### config.mk
export PLATFORM = sky130hd
export DESIGN_NAME = uart_rx_baud
export DESIGN_NICKNAME = d
export VERILOG_FILES = /design/src/rtl/uart_rx_baud.sv
export SDC_FILE = /design/constraint.sdc
export NUM_CORES = 1
export LEC_CHECK = 0
export ABC_CLOCK_PERIOD_IN_PS = 2000
export BUFFER_PORTS_ARGS = -buffer_cell sky130_fd_sc_hd__buf_2
export CORE_MARGIN = 5
export CORE_UTILIZATION = 53
export CTS_CLUSTER_SIZE = 20
export DETAILED_ROUTE_END_ITERATION = 6
export PLACE_DENSITY = 0.74
export SLEW_MARGIN = 20
export SYNTH_ARGS = -nofsm -noshare
export SYNTH_HDL_FRONTEND = slang
export SYNTH_SLANG_ARGS = --single-unit
### constraint.sdc
create_clock -name clk -period 2 [get_ports clk]
set_input_delay 0.2 -clock clk [delete_from_list [all_inputs] [get_ports clk]]
set_output_delay 0.2 -clock clk [all_outputs]
set_load 0.005 [all_outputs]
### src/rtl/uart_rx_baud.sv
// 16x oversampling 8N1 UART receiver with integrated baud tick generator.
// Ports: clk, reset (sync, active-high), rx in; tick, rx_done_tick, dout out.
// Optional glitch rejection of short start bits: define UART_RX_START_CHECK_EN.
module uart_rx_baud #(
  parameter int N_BITS  = 8,
  parameter int N_COUNT = 163,
  parameter int SB_TICK = 16
) (
  input  logic              clk,
  input  logic              reset,
  input  logic              rx,
  output logic              tick,
  output logic              rx_done_tick,
  output logic [N_BITS-1:0] dout
);

  localparam int CW = $clog2(N_COUNT);
  localparam int NW = (N_BITS > 1) ? $clog2(N_BITS) : 1;

  localparam logic [CW-1:0] C_LAST  = CW'(N_COUNT - 1);
  localparam logic [NW-1:0] N_LAST  = NW'(N_BITS - 1);
  localparam logic [3:0]    SB_LAST = 4'(SB_TICK - 1);
  localparam logic [3:0]    S_MID   = 4'd7;
  localparam logic [3:0]    S_END   = 4'd15;

  typedef enum logic [1:0] {
    IDLE,
    START,
    DATA,
    STOP
  } state_t;

  logic [CW-1:0] count_q;

  always_ff @(posedge clk) begin
    if (reset)     count_q <= '0;
    else if (tick) count_q <= '0;
    else           count_q <= count_q + 1'b1;
  end

  assign tick = (count_q == C_LAST);

  state_t            state_q, state_d;
  logic [3:0]        s_q, s_d;
  logic [NW-1:0]     n_q, n_d;
  logic [N_BITS-1:0] b_q, b_d;
  logic [N_BITS-1:0] dout_q, dout_d;
  logic              done_q, done_d;

  always_ff @(posedge clk) begin
    if (reset) begin
      state_q <= IDLE;
      s_q     <= '0;
      n_q     <= '0;
      b_q     <= '0;
      dout_q  <= '0;
      done_q  <= 1'b0;
    end else begin
      state_q <= state_d;
      s_q     <= s_d;
      n_q     <= n_d;
      b_q     <= b_d;
      dout_q  <= dout_d;
      done_q  <= done_d;
    end
  end

  always_comb begin
    state_d = state_q;
    s_d     = s_q;
    n_d     = n_q;
    b_d     = b_q;
    dout_d  = dout_q;
    done_d  = 1'b0;
    unique case (state_q)
      IDLE: begin
        if (!rx) begin
          state_d = START;
          s_d     = '0;
        end
      end
      START: begin
        if (tick) begin
          if (s_q == S_MID) begin
`ifdef UART_RX_START_CHECK_EN
            // Line back high at mid start bit: noise, not a frame.
            if (rx) begin
              state_d = IDLE;
              s_d     = '0;
            end else begin
              state_d = DATA;
              s_d     = '0;
              n_d     = '0;
            end
`else
            state_d = DATA;
            s_d     = '0;
            n_d     = '0;
`endif
          end else begin
            s_d = s_q + 1'b1;
          end
        end
      end
      DATA: begin
        if (tick) begin
          if (s_q == S_END) begin
            s_d = '0;
            b_d = {rx, b_q[N_BITS-1:1]};
            if (n_q == N_LAST) state_d = STOP;
            else               n_d     = n_q + 1'b1;
          end else begin
            s_d = s_q + 1'b1;
          end
        end
      end
      STOP: begin
        if (tick) begin
          if (s_q == SB_LAST) begin
            state_d = IDLE;
            dout_d  = b_q;
            done_d  = 1'b1;
          end else begin
            s_d = s_q + 1'b1;
          end
        end
      end
    endcase
  end

  assign rx_done_tick = done_q;
  assign dout         = dout_q;

endmodule

==> results.yml <==
run_status:
  status: "completed"
timing:
  worstMarginPinSlew_ps: 450
  period_needed_ps: 1940
  maxSlewViolCount: 0
  final-hold-violation-count: 0
  setup_viol: 0
  skew_ps: 23.8
  setup_tns_ps: 0
  max_clock_freq_mhz: 516
  relSlewSlack: 0.700
  post-route-period-util: 0.969
setup_path:
  cp-start-kind: "flip-flop"
  critPathKind: "flip-flop to flip-flop"
  worstSetupEndpointType: "flip-flop"
  reg2reg_from: "state_q[0]"
  crit_start: "state_q[0]"
  cp.arrival_ps: 2220
  critPathMaxFanout: 4
  required_ps: 2280
grt:
  grt_usage: 0.172
  grt_max_degree: 41
  grt_pass1_wl_um: 5780
  overflow: 0
  grt_pass1_vias: 1358
  antenna_found_initial: 0
clocking:
  cts-htree-levels: 2
  numCtsBuffers: 5
  cts.sinks: 34
  cts.path.max_buffers: 2
  cts-hold-fix-buffers: 0
  clock_latency_ps: 340
  path_clk_slew_ps: 110
  cts_tree: "yes"
  root_buffer: "clkbuf_4"
route:
  drt_wl_total_um: 3500
  antenna_left: 0
  drt-wirelength-per-cell_um: 14.2
  avgViaCountPerCell: 5.57
  drt_iter0_drc: 71
  dr.pass1.iters: 4
  vias: 1370
  drc: 0
placement:
  portBuffers: 12
  hpwl_um: 2550
  gp_congestion: 0.778
floorplan:
  dieArea_um2: 4390
  start_util: 0.550
  coreArea_um2: 3050
  rows: 20
  pin_count: 13
  fp.dieW_um: 66.3
  die_h_um: 66.3
pwr:
  power_per_cell_area_nw_per_um2: 817
  total_power_w: 0.00158
  power_leakage_nw: 0.876
  peakVddDrop_mv: 0.554
layout:
  post-route-util: 0.633
  syn2layout_area_growth_pct: 15.1
  diodes: 0
  layout-drive-gt1-share: 0.223
  layout.nets: 215
synth:
  avgSynthCellArea_um2: 9.38
  syn_area_um2: 1680
  ys_ff_latch: 34
  synth-warning-count: 0
  syn_inst: 179
  syn-num-nets: 192
  ys_types: 39
  ys_seq_area_frac: 0.405
job:
  timing.max_cap.violations: 0
hold_path:
  hp-class: "input port to flip-flop"
  hp-start: "rx"
[Yosys cell counts]
cell | instances | area [um^2]
dfxtp_1 | 34 | 681
nor2_1 | 23 | 86.3
mux2i_1 | 21 | 210
nor3_1 | 11 | 55.1
ha_1 | 10 | 125
nand2b_1 | 8 | 50.1
clkbuf_1 | 6 | 22.5
inv_1 | 6 | 22.5
nand2_1 | 5 | 18.8
nand3_1 | 5 | 25.0
a21oi_1 | 4 | 20.0
xor2_1 | 4 | 35.0
a31oi_1 | 3 | 18.8
and2_1 | 3 | 18.8
nand4_1 | 3 | 18.8
nor3b_1 | 3 | 22.5
and3_1 | 2 | 12.5
buf_2 | 2 | 10.0
nand3b_1 | 2 | 15.0
nor4_1 | 2 | 12.5
o32ai_1 | 2 | 17.5
or4b_2 | 2 | 20.0
xnor2_1 | 2 | 17.5
a221o_1 | 1 | 10.0
a311oi_1 | 1 | 8.76
and2_0 | 1 | 6.26
and3b_1 | 1 | 8.76
and4bb_2 | 1 | 12.5
nand4bb_1 | 1 | 11.3
nor2b_1 | 1 | 6.26
nor4_2 | 1 | 12.5
o2111ai_1 | 1 | 8.76
o21bai_1 | 1 | 7.51
o311ai_0 | 1 | 8.76
o31a_1 | 1 | 8.76
o41ai_1 | 1 | 8.76
or3b_1 | 1 | 8.76
or3b_2 | 1 | 8.76
or4_1 | 1 | 7.51
[layer usage]
metal  global-route usage  wire [um]  vias to the layer above
met5                    0          0                        -
met4               0.0482         33                        0
met3               0.0561        132                        5
met2                0.314       1790                       20
met1                0.187       1550                      661
li1                     -          -                      684
[path summary, 6_finish.rpt]
path / end / slack, ps / depth (start not counted)
max: s_q[2] / 60 / 6
min reg2reg: count_q[0] / 450 / 1
max reg2reg: s_q[2] / 60 / 6
min: b_q[7] / 140 / 3
[what timing repair did]
action	4_1_cts	5_1_grt
setup endpoints to repair	0	7
setup buffers	0	0
resized for setup	0	11
[power by group]
group,total [W],internal (W),switching [W]
combinational,0.000502,0.000239,0.000263
clock,0.000346,0.000126,0.000220
sequential,0.000731,0.000705,0.0000263
[registers in the layout, indices dropped and copies added (netlist names)]
name          count
count_q           8
rx_done_tick      1
s_q               4
b_q               8
state_q           2
n_q               3
dout              8
[layout make-up]
type / instances / area [um^2]
Clock inverter: 2 / 10.0
Inverter: 6 / 22.5
Timing Repair Buffer: 24 / 150
Clock buffer: 5 / 37.5
Sequential cell: 34 / 686
Tap cell: 44 / 55.1
Fill cell: 286 / 1120
Multi-Input combinational cell: 131 / 972
[cells in the final DEF, fill, tap and decap left out, types with 3 or more instances in the layout]
| master | count |
|---|---|
| inv_1 | 6 |
| nor3b_1 | 3 |
| a31oi_1 | 3 |
| nand4_1 | 3 |
| nor3_1 | 11 |
| and2_1 | 3 |
| ha_1 | 9 |
| xor2_1 | 4 |
| nand2_1 | 5 |
| buf_4 | 12 |
| dfxtp_2 | 4 |
| nor2_1 | 22 |
| a21oi_1 | 3 |
| buf_2 | 12 |
| mux2i_1 | 21 |
| clkbuf_4 | 5 |
| nand2b_1 | 8 |
| nand3_1 | 5 |
| dfxtp_1 | 30 |
[cell families (layout without fill, tap and decap cells)]
group / count (synthesis) / count (layout) / synth area share
buffers and inverters: 14 / 37 / 0.0328
XOR/XNOR: 6 / 6 / 0.0313
AND/OR/NAND/NOR: 78 / 78 / 0.261
adder cells (fa/ha/maj): 10 / 10 / 0.0745
multiplexers: 21 / 21 / 0.125
flip-flops: 34 / 34 / 0.405
AO/OA/AOI/OAI: 16 / 16 / 0.0701
[critical path, cell delays in order (launching register included)]
cell     delay, ps
dfxtp_2        350
inv_1          100
ha_1           200
nor3_1          70
or4b_2         600
or4_1          430
a21oi_2        140
[per-stage QoR]
step                cells  hold slack, ps  cell area (um^2)  worst slack (ps)
finish                246             142              1930              62.3
global route          246             144              1930             -13.7
CTS                   246             133              1900              30.2
detailed placement    239             477              1850              37.2
global placement      239             467              1850               111
floorplan             179             344              1680               115
Power figures use the tool's default switching activity.
